### src/rtl/fpga_cfg_loader.sv
// fpga_cfg_loader
//   Bitstream loader for the fabric scan chains. Config words arrive on a
//   valid/ready stream and are shifted LSB first into the CLB chain, then
//   into the connection chain. The fabric is held in reset until the whole
//   load has completed.
//
//   Optional feature: define CFG_CRC_EN to add a CRC-8 (poly 0x07, init 0)
//   over every shifted chain bit. The CRC is checked against one trailing
//   word after the connection chain. Without the macro there is no CRC logic
//   and cfg_error is tied low.
//
// Ports
//   scan_clk      in   single clock for config logic and chains
//   reset         in   asynchronous, active-high
//   cfg_start     in   pulse, begins a load (honoured in IDLE/DONE/ERR)
//   cfg_valid     in   cfg_data valid
//   cfg_data      in   config word, bit 0 shifted first
//   cfg_ready     out  word accepted this cycle (decoded from state)
//   clb_scan_en   out  CLB chain shift enable
//   clb_scan_in   out  CLB chain serial data
//   conn_scan_en  out  connection chain shift enable
//   conn_scan_in  out  connection chain serial data
//   fabric_reset  out  high until the load completes successfully
//   cfg_busy      out  load in progress
//   cfg_done      out  load completed OK (level)
//   cfg_error     out  CRC mismatch (level, CRC build only)
module fpga_cfg_loader #(
  parameter int CLB_CHAIN_LEN  = 1024,
  parameter int CONN_CHAIN_LEN = 4096,
  parameter int WORD_W         = 8
) (
  input  logic              scan_clk,
  input  logic              reset,
  input  logic              cfg_start,
  input  logic              cfg_valid,
  input  logic [WORD_W-1:0] cfg_data,
  output logic              cfg_ready,
  output logic              clb_scan_en,
  output logic              clb_scan_in,
  output logic              conn_scan_en,
  output logic              conn_scan_in,
  output logic              fabric_reset,
  output logic              cfg_busy,
  output logic              cfg_done,
  output logic              cfg_error
);

  localparam int MAX_LEN = (CLB_CHAIN_LEN > CONN_CHAIN_LEN) ? CLB_CHAIN_LEN : CONN_CHAIN_LEN;
  localparam int CNT_W   = $clog2(MAX_LEN + 1);
  localparam int IDX_W   = $clog2(WORD_W);

  localparam logic [CNT_W-1:0] CLB_LAST  = CNT_W'(CLB_CHAIN_LEN - 1);
  localparam logic [CNT_W-1:0] CONN_LAST = CNT_W'(CONN_CHAIN_LEN - 1);
  localparam logic [IDX_W-1:0] IDX_LAST  = IDX_W'(WORD_W - 1);

  typedef enum logic [2:0] {
    S_IDLE,
    S_FETCH,
    S_SHIFT,
    S_CHECK,
    S_CRC,
    S_DONE,
    S_ERR
  } state_t;

  state_t            state_q, state_d;
  logic              chain_q, chain_d;     // 0: CLB chain, 1: connection chain
  logic [CNT_W-1:0]  cnt_q, cnt_d;         // bits shifted into the active chain
  logic [IDX_W-1:0]  idx_q, idx_d;         // next bit of the latched word
  logic [WORD_W-1:0] word_q, word_d;
  logic              clb_en_q, clb_en_d;
  logic              clb_in_q, clb_in_d;
  logic              conn_en_q, conn_en_d;
  logic              conn_in_q, conn_in_d;
  logic              fab_rst_q, fab_rst_d;
  logic              busy_q, busy_d;
  logic              done_q, done_d;
  logic              shift_bit;

`ifdef CFG_CRC_EN
  logic [7:0]        crc_q, crc_d;
  logic              err_q, err_d;
`endif

  assign shift_bit = word_q[idx_q];

  always_comb begin
    state_d   = state_q;
    chain_d   = chain_q;
    cnt_d     = cnt_q;
    idx_d     = idx_q;
    word_d    = word_q;
    clb_en_d  = 1'b0;
    clb_in_d  = 1'b0;
    conn_en_d = 1'b0;
    conn_in_d = 1'b0;
`ifdef CFG_CRC_EN
    crc_d     = crc_q;
`endif

    case (state_q)
      S_IDLE, S_DONE, S_ERR: begin
        if (cfg_start) begin
          state_d = S_FETCH;
          chain_d = 1'b0;
          cnt_d   = '0;
`ifdef CFG_CRC_EN
          crc_d   = 8'h00;
`endif
        end
      end

      S_FETCH: begin
        if (cfg_valid) begin
          word_d  = cfg_data;
          idx_d   = '0;
          state_d = S_SHIFT;
        end
      end

      S_SHIFT: begin
        if (!chain_q) begin
          clb_en_d = 1'b1;
          clb_in_d = shift_bit;
        end else begin
          conn_en_d = 1'b1;
          conn_in_d = shift_bit;
        end
`ifdef CFG_CRC_EN
        crc_d = {crc_q[6:0], 1'b0} ^ ((crc_q[7] ^ shift_bit) ? 8'h07 : 8'h00);
`endif
        cnt_d = cnt_q + 1'b1;
        idx_d = idx_q + 1'b1;
        // Chain end takes priority over word end: leftover high bits of a
        // chain's final word are dropped, and the next chain starts on a
        // fresh word.
        if (!chain_q && (cnt_q == CLB_LAST)) begin
          chain_d = 1'b1;
          cnt_d   = '0;
          state_d = S_FETCH;
        end else if (chain_q && (cnt_q == CONN_LAST)) begin
          cnt_d   = '0;
          state_d = S_CHECK;
        end else if (idx_q == IDX_LAST) begin
          state_d = S_FETCH;
        end
      end

      S_CHECK: begin
`ifdef CFG_CRC_EN
        state_d = S_CRC;
`else
        state_d = S_DONE;
`endif
      end

`ifdef CFG_CRC_EN
      S_CRC: begin
        if (cfg_valid) begin
          state_d = (cfg_data[7:0] == crc_q) ? S_DONE : S_ERR;
        end
      end
`endif

      default: state_d = S_IDLE;
    endcase

    // Status outputs are registered copies of the state being entered, so
    // they line up with the state register rather than lagging it.
    busy_d    = (state_d == S_FETCH) || (state_d == S_SHIFT) ||
                (state_d == S_CHECK) || (state_d == S_CRC);
    done_d    = (state_d == S_DONE);
    fab_rst_d = (state_d != S_DONE);
`ifdef CFG_CRC_EN
    err_d     = (state_d == S_ERR);
`endif
  end

  always_ff @(posedge scan_clk or posedge reset) begin
    if (reset) begin
      state_q   <= S_IDLE;
      chain_q   <= 1'b0;
      cnt_q     <= '0;
      idx_q     <= '0;
      word_q    <= '0;
      clb_en_q  <= 1'b0;
      clb_in_q  <= 1'b0;
      conn_en_q <= 1'b0;
      conn_in_q <= 1'b0;
      fab_rst_q <= 1'b1;
      busy_q    <= 1'b0;
      done_q    <= 1'b0;
`ifdef CFG_CRC_EN
      crc_q     <= 8'h00;
      err_q     <= 1'b0;
`endif
    end else begin
      state_q   <= state_d;
      chain_q   <= chain_d;
      cnt_q     <= cnt_d;
      idx_q     <= idx_d;
      word_q    <= word_d;
      clb_en_q  <= clb_en_d;
      clb_in_q  <= clb_in_d;
      conn_en_q <= conn_en_d;
      conn_in_q <= conn_in_d;
      fab_rst_q <= fab_rst_d;
      busy_q    <= busy_d;
      done_q    <= done_d;
`ifdef CFG_CRC_EN
      crc_q     <= crc_d;
      err_q     <= err_d;
`endif
    end
  end

  // The CRC word is fetched through its own state, so it also raises ready.
  assign cfg_ready    = (state_q == S_FETCH) || (state_q == S_CRC);
  assign clb_scan_en  = clb_en_q;
  assign clb_scan_in  = clb_in_q;
  assign conn_scan_en = conn_en_q;
  assign conn_scan_in = conn_in_q;
  assign fabric_reset = fab_rst_q;
  assign cfg_busy     = busy_q;
  assign cfg_done     = done_q;
`ifdef CFG_CRC_EN
  assign cfg_error    = err_q;
`else
  assign cfg_error    = 1'b0;
`endif

endmodule

### config.mk
export PLATFORM = sky130hd
export DESIGN_NAME = fpga_cfg_loader
export DESIGN_NICKNAME = d
export VERILOG_FILES = /design/src/rtl/fpga_cfg_loader.sv
export SDC_FILE = /design/constraint.sdc
export NUM_CORES = 1
export LEC_CHECK = 0
export ABC_AREA = 1
export BUFFER_PORTS_ARGS = -buffer_cell sky130_fd_sc_hd__buf_2
export CAP_MARGIN = 15
export CELL_PAD_IN_SITES_DETAIL_PLACEMENT = 1
export CELL_PAD_IN_SITES_GLOBAL_PLACEMENT = 1
export CORE_MARGIN = 2
export CORE_UTILIZATION = 42
export CTS_CLUSTER_SIZE = 8
export DETAILED_ROUTE_END_ITERATION = 12
export GPL_TIMING_DRIVEN = 0
export HOLD_SLACK_MARGIN = 0.1
export PLACE_DENSITY_LB_ADDON = 0.1
export SLEW_MARGIN = 15
export SYNTH_ARGS = -nofsm -noshare
export SYNTH_HDL_FRONTEND = slang
export SYNTH_SLANG_ARGS = --single-unit
### constraint.sdc
create_clock -name scan_clk -period 1.93 [get_ports scan_clk]
set_input_delay 0 -clock scan_clk [delete_from_list [all_inputs] [get_ports scan_clk]]
set_output_delay 0 -clock scan_clk [all_outputs]
set_load 0.02 [all_outputs]
==> out/results.ini, run 1 <==
[cells_and_area]
diodes = 0
final_nets = 264
drive_gt1_frac = 0.204
synthToLayoutAreaGrowth_pct = 20.7

[power_and_ir_drop]
p_int_mw = 1.63
comb_power_share = 0.402
total_leakage_power_nw = 1.05
powerDensity_nw_per_um2 = 1330
clockPowerShare = 0.211
switching_share = 0.419
vdd_drop_max_mv = 0.782
seqPwrFrac = 0.387
p_switching_mw = 1.18

[global_routing]
antenna_found_initial = 0
grt_pass1_wl_um = 7110
grt_pass1_vias = 1572
grt_util_all_layers = 0.210
grt_overflow = 0
grt_max_degree = 36

[sta]
fin_crit_sh = 0.900
slew_headroom = 0.508
skew_ns = 0.00789
hold_viol = 0
period_needed_ns = 1.74
final-setup-viol-count = 0
slew_viol_final = 0
fin_tns_setup_ns = 0
clock.fmax_mhz = 576
rsz0062_at_grt = false
setup_ws_ns = 0.193
tightest_slew_ns = 0.737

[worst_setup_path]
arrival_ns = 1.93
critPathLaunchType = register
critPathLaunch = cnt_q[0]$_DFFE_PP0P_
worstPathRequired_ns = 2.12
critPathMostFrequentCell = nand2_1
critPathKind = register to register
crit_chain = ha_1 > nand2_1 > nor2_2 > nand2_2 > nor2_2 > nor2_4 > nand2_4 > inv_2 > nand2_1 > nand2_1 > inv_1 > nor2_1
worstSetupEndpointType = register
cp_max_fo = 6
critical-path-max-stage-delay_ns = 0.41
timing.rr.start = cnt_q[0]$_DFFE_PP0P_
cp_slowest_cell = dfrtp_1

[yosys]
synth.distinct_cells = 30
synth.top_cell.area_share = 0.487
synth_area_per_cell_um2 = 8.20
syn_area_um2 = 1750
yosysWarnings = 0
seq_area_frac_synth = 0.502
yosysTopAreaCell = dfrtp_1
yosys-top-cells-area = dfrtp_1 (49%), nand2_1 (12%), o21ai_0 (4.9%), inv_1 (4.5%), nor2_1 (4.3%)
synth_cells = 213
synth-seq-cells = 35
synth.net_count = 228

[die]
core-area_um2 = 4000
die-area_um2 = 4690
ios = 21
die_w_um = 68.5
rows = 23
die_h_um = 68.5
start_util = 0.437

[worst_hold_path]
hp-class = primary input to register
min_from = cfg_valid

[routing]
drt_iter0_drc = 30
vias_per_cell = 4.98
dr.pass1.iters = 4
vias = 1493
antenna_left = 0
wl_per_cell_um = 13.8
drt-total-wl_um = 4140
drc = 0

[run_status]
outcome = completed

[clocking]
clock_path_buffers = 2
postCtsSetupBuffers = 0
numCtsBuffers = 5
clock-root-buffer = clkbuf_8
cts_max_level = 2
worstSkewPairLatency_ns = 0.29
cts.sinks = 35
cts_tree = built
path_clk_slew_ns = 0.07

[placed_design]
place_ws_ns = 0.222
place.detailed.hpwl_um = 3030
gp_congestion = 0.822
io_buffers = 19

[run]
cap_violations = 0

-- placed cells by master, fill, tap and decap left out, drive strengths merged, types with 2 or more instances in the layout --
master and instances:
xor2 4, o21ai 21, a21oi 5, nor2 28, dlygate4sd3 10, inv 26
ha 3, nor3 4, nand2 60, xnor2 2, o22ai 3, clkbuf 9
buf 21, dfrtp 34, nand3 12
-- flip-flops by register name (all words and copies together), names as in the netlist --
register      count
clb_scan_en       1
idx_q             3
word_q            8
conn_scan_en      1
cfg_busy          1
chain_q           1
clb_scan_in       1
state_q           3
fabric_reset      1
conn_scan_in      1
cfg_done          1
cnt_q            13
-- power groups by stage --
stage / Sequential [mW] / Clock [mW] / Combinational, mW
2_1_floorplan: 1.12 / 0 / 0.761
3_3_place_gp: 1.09 / 0 / 1.06
3_5_place_dp: 1.10 / 0 / 1.13
4_1_cts: 1.09 / 0.618 / 1.15
5_1_grt: 1.12 / 0.650 / 1.29
6_report: 1.09 / 0.592 / 1.13
-- synthesized netlist by cell type, drive strengths merged --
cell	count
a21oi	5
a22o	1
a31oi	1
a32o	1
buf	2
clkbuf	2
conb	1
dfrtp	34
dfstp	1
ha	3
inv	26
nand2	60
nand3	12
nor2	28
nor3	4
o211ai	1
o21ai	21
o22ai	3
or2	1
xnor2	2
xor2	4
-- final timing paths --
check	end	slack (ns)	depth (start not counted)
max	cnt_q[7]$_DFFE_PP0P_	0.19	12
min	state_q[0]$_DFF_PP0_	0.19	6
max reg2reg	cnt_q[7]$_DFFE_PP0P_	0.19	12
min reg2reg	word_q[6]$_DFFE_PP0P_	0.47	2
max in group asynchronous	cfg_done$_DFF_PP0_	1.08	3
min in group asynchronous	cnt_q[2]$_DFFE_PP0P_	0.38	3
-- per-stage QoR --
step           total power, mW  instance area (um^2)  std cells  hold slack [ns]   util
4_1_cts                   2.86                  2110        300            0.200  0.527
2_1_floorplan             1.88                  1750        213            0.117      -
3_5_place_dp              2.23                  1900        282            0.173  0.476
3_3_place_gp              2.15                  1900        282            0.200  0.476
5_1_grt                   3.06                  2110        300            0.247  0.527
6_report                  2.81                  2110        300            0.195  0.527
-- worst max-delay path, delay by kind of cell, from the launching register on --
family                     cells  cell delay [ns]
and+or+nand+nor                9             0.87
DFF                            1             0.41
adders and majority gates      1             0.22
buffers and inverters          2             0.13
-- kinds of logic (layout without fill, tap and decap cells) --
| group | after synthesis | count (layout) | share of synthesized area |
|---|---|---|---|
| xor gates and xnor gates | 6 | 6 | 0.0301 |
| adders and majority gates | 3 | 3 | 0.0215 |
| DFF | 35 | 35 | 0.502 |
| AOI/OAI and AO/OA | 33 | 33 | 0.104 |
| other | 1 | 1 | 0.00215 |
| buffers and inverters | 30 | 67 | 0.0673 |
| and+or+nand+nor | 105 | 105 | 0.273 |
-- metal layers --
layer	global-route usage	vias up	routed length, um
met5	0	-	0
met4	0.0825	0	72
met3	0.0487	7	101
met2	0.386	15	2250
met1	0.231	723	1720
li1	-	748	-
-- layout make-up --
type                       instances  area [um^2]
fill                             510         1890
sequential                        35          877
multi-input combinational        148          752
timing repair buffer              29          195
inverter                          26         97.6
clock buffer                       7         96.3
tap                               50         62.6
buffer                             4         20.0
clock inverter                     1         7.51
-- timing repair --
action,in CTS,in global routing
resized for setup,0,0
hold endpoints to repair,45,0
setup endpoints to repair,0,0
hold buffers,10,0
(Power assumes the default switching activity.)
==> run 2: changes to the inputs <==
Settings changed: REMOVE_ABC_BUFFERS from default to 1.
==> run 2 against run 1 <==
Net effect:
- die area unchanged
- wire length rose by 1.2%
- clock-buffer cell count unchanged
- utilization down 0.88 points
- sequential share of layout area increased by 0.70 points
- highest routed layer unchanged
- critical endpoint unchanged
- clock power down 13%
- worst setup slack gained 0.0094 ns
- maximum frequency grew 0.55%
==> out/results.ini, run 2 (synthesis gave the netlist of run 1 again) <==
[placed_design]
dp_cells = 278  ; -1.4%
io_buffers = 19  ; unchanged
place.detailed.hpwl_um = 3020  ; -0.44%
gp_congestion = 0.850  ; +3.3%

[global_routing]
grt_overflow = 0  ; unchanged
grt_util_all_layers = 0.211  ; +0.00129
antenna_found_initial = 0  ; unchanged
grt_pass1_vias = 1583  ; +0.70%
grt_pass1_wl_um = 7090  ; -0.30%
grt_max_degree = 36  ; unchanged

[sta]
clock.fmax_mhz = 579  ; +0.55%
slew_viol_final = 0  ; unchanged
tightest_slew_ns = 0.742  ; +0.00499 ns
slew_headroom = 0.505  ; -0.00333
rsz0062_at_grt = false
final-setup-viol-count = 0  ; unchanged
fin_crit_sh = 0.895  ; -0.00489
fin_tns_setup_ns = 0  ; unchanged
period_needed_ns = 1.73  ; -0.00943 ns
skew_ns = 0.00711  ; -0.000780 ns
hold_viol = 0  ; unchanged

[cells_and_area]
diodes = 0  ; unchanged
top_regs = cnt_q: 13 flops, word_q: 8 flops
synthToLayoutAreaGrowth_pct = 18.7
largest-register = cnt_q
final_common_cell = nand2_1
final_cell_mix = nand2_1 (56), dfrtp_1 (34), inv_1 (20), nor2_1 (19), buf_2 (19)
nFillCells = 494  ; -3.1%
final_nets = 260  ; -1.5%
fin_cells = 296  ; -1.3%
drive_gt1_frac = 0.195  ; -0.00888
largest_reg_flops = 13  ; unchanged

[routing]
vias_per_cell = 5.05  ; +1.6%
vias = 1496  ; +0.20%
antenna_left = 0  ; unchanged
dr.pass1.iters = 4  ; unchanged
drt_iter0_drc = 58  ; +93%
wl_per_cell_um = 14.2  ; +2.6%
drt-total-wl_um = 4200  ; +1.2%
drc = 0  ; unchanged

[power_and_ir_drop]
vdd_drop_max_mv = 0.674  ; -14%
total_leakage_power_nw = 1.03  ; -2.0%
powerDensity_nw_per_um2 = 1310  ; -1.4%
power_mw = 2.72  ; -3.0%

[clocking]
clock-root-buffer = clkbuf_8
worstSkewPairLatency_ns = 0.29  ; about the same
cts.sinks = 35  ; unchanged
path_clk_slew_ns = 0.07  ; about the same
cts_max_level = 2  ; unchanged
numCtsBuffers = 5  ; unchanged
cts_tree = built
clock_path_buffers = 2  ; unchanged
postCtsSetupBuffers = 0  ; unchanged

[die]
ios = 21  ; unchanged
die-area_um2 = 4690  ; unchanged
rows = 23  ; unchanged
core-area_um2 = 4000  ; unchanged
die_h_um = 68.5  ; unchanged
die_w_um = 68.5  ; unchanged
start_util = 0.437  ; unchanged

[worst_setup_path]
arrival_ns = 1.91  ; -0.02 ns
worstSetupEndpointType = register
cp_max_fo = 6  ; unchanged
cp_num_buf_inv = 2  ; unchanged
worstPathRequired_ns = 2.11  ; about the same
crit_chain = ha_1 > nand2_1 > nor2_2 > nand2_2 > nor2_2 > nor2_4 > nand2_4 > inv_2 > nand2_1 > nand2_1 > inv_1 > nor2_1
cp_slowest_cell = dfrtp_1
critPathKind = register to register
critPathMostFrequentCell = nand2_1
critical-path-max-stage-delay_ns = 0.39  ; -0.02 ns
crit_family = simple AND/OR/NAND/NOR gates
critPathLaunchType = register

[run_status]
outcome = completed

[run]
cap_violations = 0  ; unchanged

[worst_hold_path]
hp-class = primary input to register

[run 2: changes by cell type in the layout (fill, tap and decap cells not counted), sizes merged]
cell / delta
buf: -2
clkinvlp: -1
clkbuf: -2
clkinv: +1
[run 2: worst paths after layout]
path,startpoint,to,slack (ns),cells after the start
setup / recovery,cnt_q[0]$_DFFE_PP0P_,cnt_q[7]$_DFFE_PP0P_,0.20,12
hold / removal,cfg_valid,word_q[3]$_DFFE_PP0P_,0.13,5
setup reg to reg,cnt_q[0]$_DFFE_PP0P_,cnt_q[7]$_DFFE_PP0P_,0.20,12
hold reg to reg,word_q[2]$_DFFE_PP0P_,word_q[2]$_DFFE_PP0P_,0.48,2
max in group asynchronous,reset,state_q[2]$_DFF_PP0_,1.07,3
min in group asynchronous,reset,clb_scan_in$_DFF_PP0_,0.38,3
[run 2: per-layer routing]
layer | part of all wire | global-route usage
met5 | 0 | 0
met1 | 0.45 | 0.245
met4 | 0.019 | 0.0900
met3 | 0.026 | 0.0552
met2 | 0.50 | 0.365
[run 2: worst register-to-register path, cell delays in order (launching register included)]
cell	delay (ns)
dfrtp_1	0.39
ha_1	0.20
nand2_1	0.07
nor2_2	0.17
nand2_2	0.13
nor2_2	0.18
nor2_4	0.07
nand2_4	0.10
inv_2	0.08
nand2_1	0.07
nand2_1	0.05
inv_1	0.06
nor2_1	0.04
[run 2: where the power goes]
| group | total, mW | internal (mW) | switching [mW] |
|---|---|---|---|
| registers | 1.10 | 0.943 | 0.156 |
| clock network | 0.513 | 0.253 | 0.260 |
| logic | 1.11 | 0.356 | 0.757 |
| total | 2.72 | 1.55 | 1.17 |
[run 2: timing repair]
action	CTS	global route
resized for setup	1	1
hold endpoints to repair	45	0
setup endpoints to repair	10	5
hold buffers	10	0
[run 2: area by class of cell]
| type | count | area, um^2 | area share |
|---|---|---|---|
| Clock inverter | 1 | 5.00 | 0.00241 |
| Clock buffer | 7 | 76.3 | 0.0368 |
| Sequential cell | 35 | 877 | 0.423 |
| Multi-Input combinational cell | 148 | 759 | 0.366 |
| Tap cell | 50 | 62.6 | 0.0302 |
| Inverter | 26 | 97.6 | 0.0471 |
| Timing Repair Buffer | 29 | 195 | 0.0941 |
[run 2: metrics by stage]
stage,utilization,area (um^2),setup WS (ns),hold WS (ns)
after global routing,0.518,2070,0.0775,0.163
after floorplan,-,1730,0.392,0.117
after detailed placement,0.471,1880,-0.128,0.172
final,0.518,2070,0.202,0.135
after global placement,0.471,1880,0.0861,0.201
after CTS,0.517,2070,0.155,0.146
==> run 3: changes to the inputs <==
Settings changed: CORE_ASPECT_RATIO from default to 1.4.
==> run 3 against run 2 <==
Net effect:
- wire length down 4.1%
- register-to-register slack better by 0.04 ns
- global-route usage down 1.7 points
- highest routed layer unchanged
- total power down 1.4%
- hold slack better by 0.023 ns
==> out/results.ini, run 3 (synthesis gave the netlist of run 1 again) <==
[worst_setup_path]
r2r_cells = 12  ; unchanged
timing.rr.start = cnt_q[0]$_DFFE_PP0P_
worstSetupEndpointType = register
cp_max_fo = 6  ; unchanged
r2r_setup_slack_ns = 0.24  ; +0.04 ns
worstPathRequired_ns = 2.10  ; about the same
crit_chain = ha_1 > nand2_1 > nor2_2 > nand2_2 > nor2_2 > nor2_4 > nand2_4 > inv_2 > nand2_1 > nand2_1 > inv_1 > nor2_1
critical-path-max-stage-delay_ns = 0.40  ; about the same
critPathMostFrequentCell = nand2_1
critPathLaunchType = register
cp_slowest_cell = dfrtp_1
arrival_ns = 1.86  ; -0.05 ns
r2r_end = cnt_q[7]$_DFFE_PP0P_
critPathKind = register to register

[placed_design]
io_buffers = 19  ; unchanged
place.detailed.hpwl_um = 2970  ; -1.6%
gp_congestion = 0.859  ; +1.0%

[clocking]
clock_path_buffers = 2  ; unchanged
clock-root-buffer = clkbuf_8
cts.sinks = 35  ; unchanged
cts_max_level = 2  ; unchanged
postCtsSetupBuffers = 0  ; unchanged
cts_tree = built
path_clk_slew_ns = 0.07  ; about the same
worstSkewPairLatency_ns = 0.28  ; about the same
numCtsBuffers = 5  ; unchanged

[run_status]
outcome = completed

[die]
core-area_um2 = 3950  ; -1.2%
die_w_um = 58.5  ; -15%
die_h_um = 80.3  ; +17%
start_util = 0.442  ; +0.00525
die-area_um2 = 4700  ; +0.15%
rows = 27  ; +17%
ios = 21  ; unchanged

[cells_and_area]
final_common_cell = nand2_1
drive_gt1_frac = 0.191  ; -0.00407
top_regs = cnt_q: 13 flops, word_q: 8 flops
largest_reg_flops = 13  ; unchanged
final_nets = 260  ; unchanged
largest-register = cnt_q
final_util = 0.521  ; +0.00244
synthToLayoutAreaGrowth_pct = 17.8
diodes = 0  ; unchanged
final_cell_mix = nand2_1 (56), dfrtp_1 (34), inv_1 (20), nor2_1 (19), buf_2 (19)

[sta]
period_needed_ns = 1.69  ; -0.0393 ns
rsz0062_at_grt = false
slew_headroom = 0.518  ; +0.0128
hold_viol = 0  ; unchanged
final-setup-viol-count = 0  ; unchanged
tightest_slew_ns = 0.723  ; -0.0192 ns
timing.hold.ws_ns = 0.158  ; +0.0232 ns
skew_ns = 0.00663  ; -0.000471 ns
slew_viol_final = 0  ; unchanged
clock.fmax_mhz = 592  ; +2.3%
fin_crit_sh = 0.875  ; -0.0204

[routing]
vias_per_cell = 5.09  ; +0.78%
antenna_left = 0  ; unchanged
dr.pass1.iters = 4  ; unchanged
drt_iter0_drc = 48  ; -17%
wl_per_cell_um = 13.9  ; -1.8%
vias = 1472  ; -1.6%
drt-total-wl_um = 4020  ; -4.1%
drc = 0  ; unchanged

[worst_hold_path]
holdPathEnd = word_q[3]$_DFFE_PP0P_
hp-class = primary input to register
whs_path_depth = 5  ; unchanged
min_from = cfg_valid

[global_routing]
grt_pass1_wl_um = 6940  ; -2.0%
antenna_found_initial = 0  ; unchanged
grt_max_degree = 36  ; unchanged
grt_pass1_vias = 1664  ; +5.1%
grt_util_all_layers = 0.194  ; -0.0173
grt_overflow = 0  ; unchanged

[power_and_ir_drop]
vdd_drop_max_mv = 0.886  ; +31%
powerDensity_nw_per_um2 = 1300  ; -0.70%
total_leakage_power_nw = 1.03  ; -0.32%

[run]
cap_violations = 0  ; unchanged

[run 3: cell count changes in the layout (fill, tap and decap cells not counted)]
cell | before | now
clkbuf_1 | 2 | 3
clkinv_2 | 1 | 0
nor2_2 | 5 | 6
nor2_4 | 4 | 3
[run 3: area by class of cell]
type	instances	area (um^2)
fillers	492	1890
multi-input cells	148	754
clock buffers	8	80.1
flip-flops and latches	35	877
inverters	26	97.6
repair buffers	29	195
well taps	43	53.8
[run 3: critical path, delay by kind of cell (launching register included)]
| kind | cells | cell delay (ns) |
|---|---|---|
| and+or+nand+nor | 9 | 0.85 |
| DFF | 1 | 0.40 |
| buffers and inverters | 2 | 0.13 |
| adders and majority gates | 1 | 0.20 |
[run 3: timing repair]
item                                    in CTS  in global routing
gates resized for setup                      1                  0
endpoints found under the hold margin       45                  0
endpoints found under the setup margin       6                  0
hold buffers                                10                  0
[run 3: where the power goes]
group	total, mW	switching [mW]	leakage, nW	internal [mW]
sequential	1.10	0.156	0.462	0.942
combinational	1.08	0.725	0.529	0.353
clock	0.509	0.252	0.0395	0.257
total	2.69	1.13	1.03	1.55
[run 3: per-layer routing]
| layer | global-route usage | vias to the layer above | part of all wire |
|---|---|---|---|
| met2 | 0.383 | 20 | 0.59 |
| met4 | 0.0814 | 0 | 0.0099 |
| met5 | 0 | - | 0 |
| met3 | 0.0338 | 4 | 0.020 |
| li1 | - | 736 | - |
| met1 | 0.187 | 712 | 0.38 |
[run 3: through the flow]
stage	cell area, um^2	cells	setup WS, ns	TNS, ns	power [mW]
final	2060	289	0.241	0	2.69
after global routing	2060	289	0.0644	0	2.93
after CTS	2060	289	0.219	0	2.75
after detailed placement	1880	271	-0.0251	-0.123	2.20
after global placement	1880	271	0.106	0	2.13
after floorplan	1730	209	0.392	0	1.87
[run 3: worst max path at each step]
| stage | startpoint | end | slack (ns) |
|---|---|---|---|
| 4_1_cts | cnt_q[0]$_DFFE_PP0P_ | cnt_q[7]$_DFFE_PP0P_ | 0.22 |
| 5_1_grt | cnt_q[0]$_DFFE_PP0P_ | cnt_q[7]$_DFFE_PP0P_ | 0.06 |
| 3_3_place_gp | state_q[2]$_DFF_PP0_ | word_q[7]$_DFFE_PP0P_ | 0.11 |
| 2_1_floorplan | state_q[2]$_DFF_PP0_ | idx_q[1]$_DFFE_PP0P_ | 0.39 |
| 6_report | cnt_q[0]$_DFFE_PP0P_ | cnt_q[7]$_DFFE_PP0P_ | 0.24 |
| 3_5_place_dp | state_q[2]$_DFF_PP0_ | word_q[6]$_DFFE_PP0P_ | -0.03 |
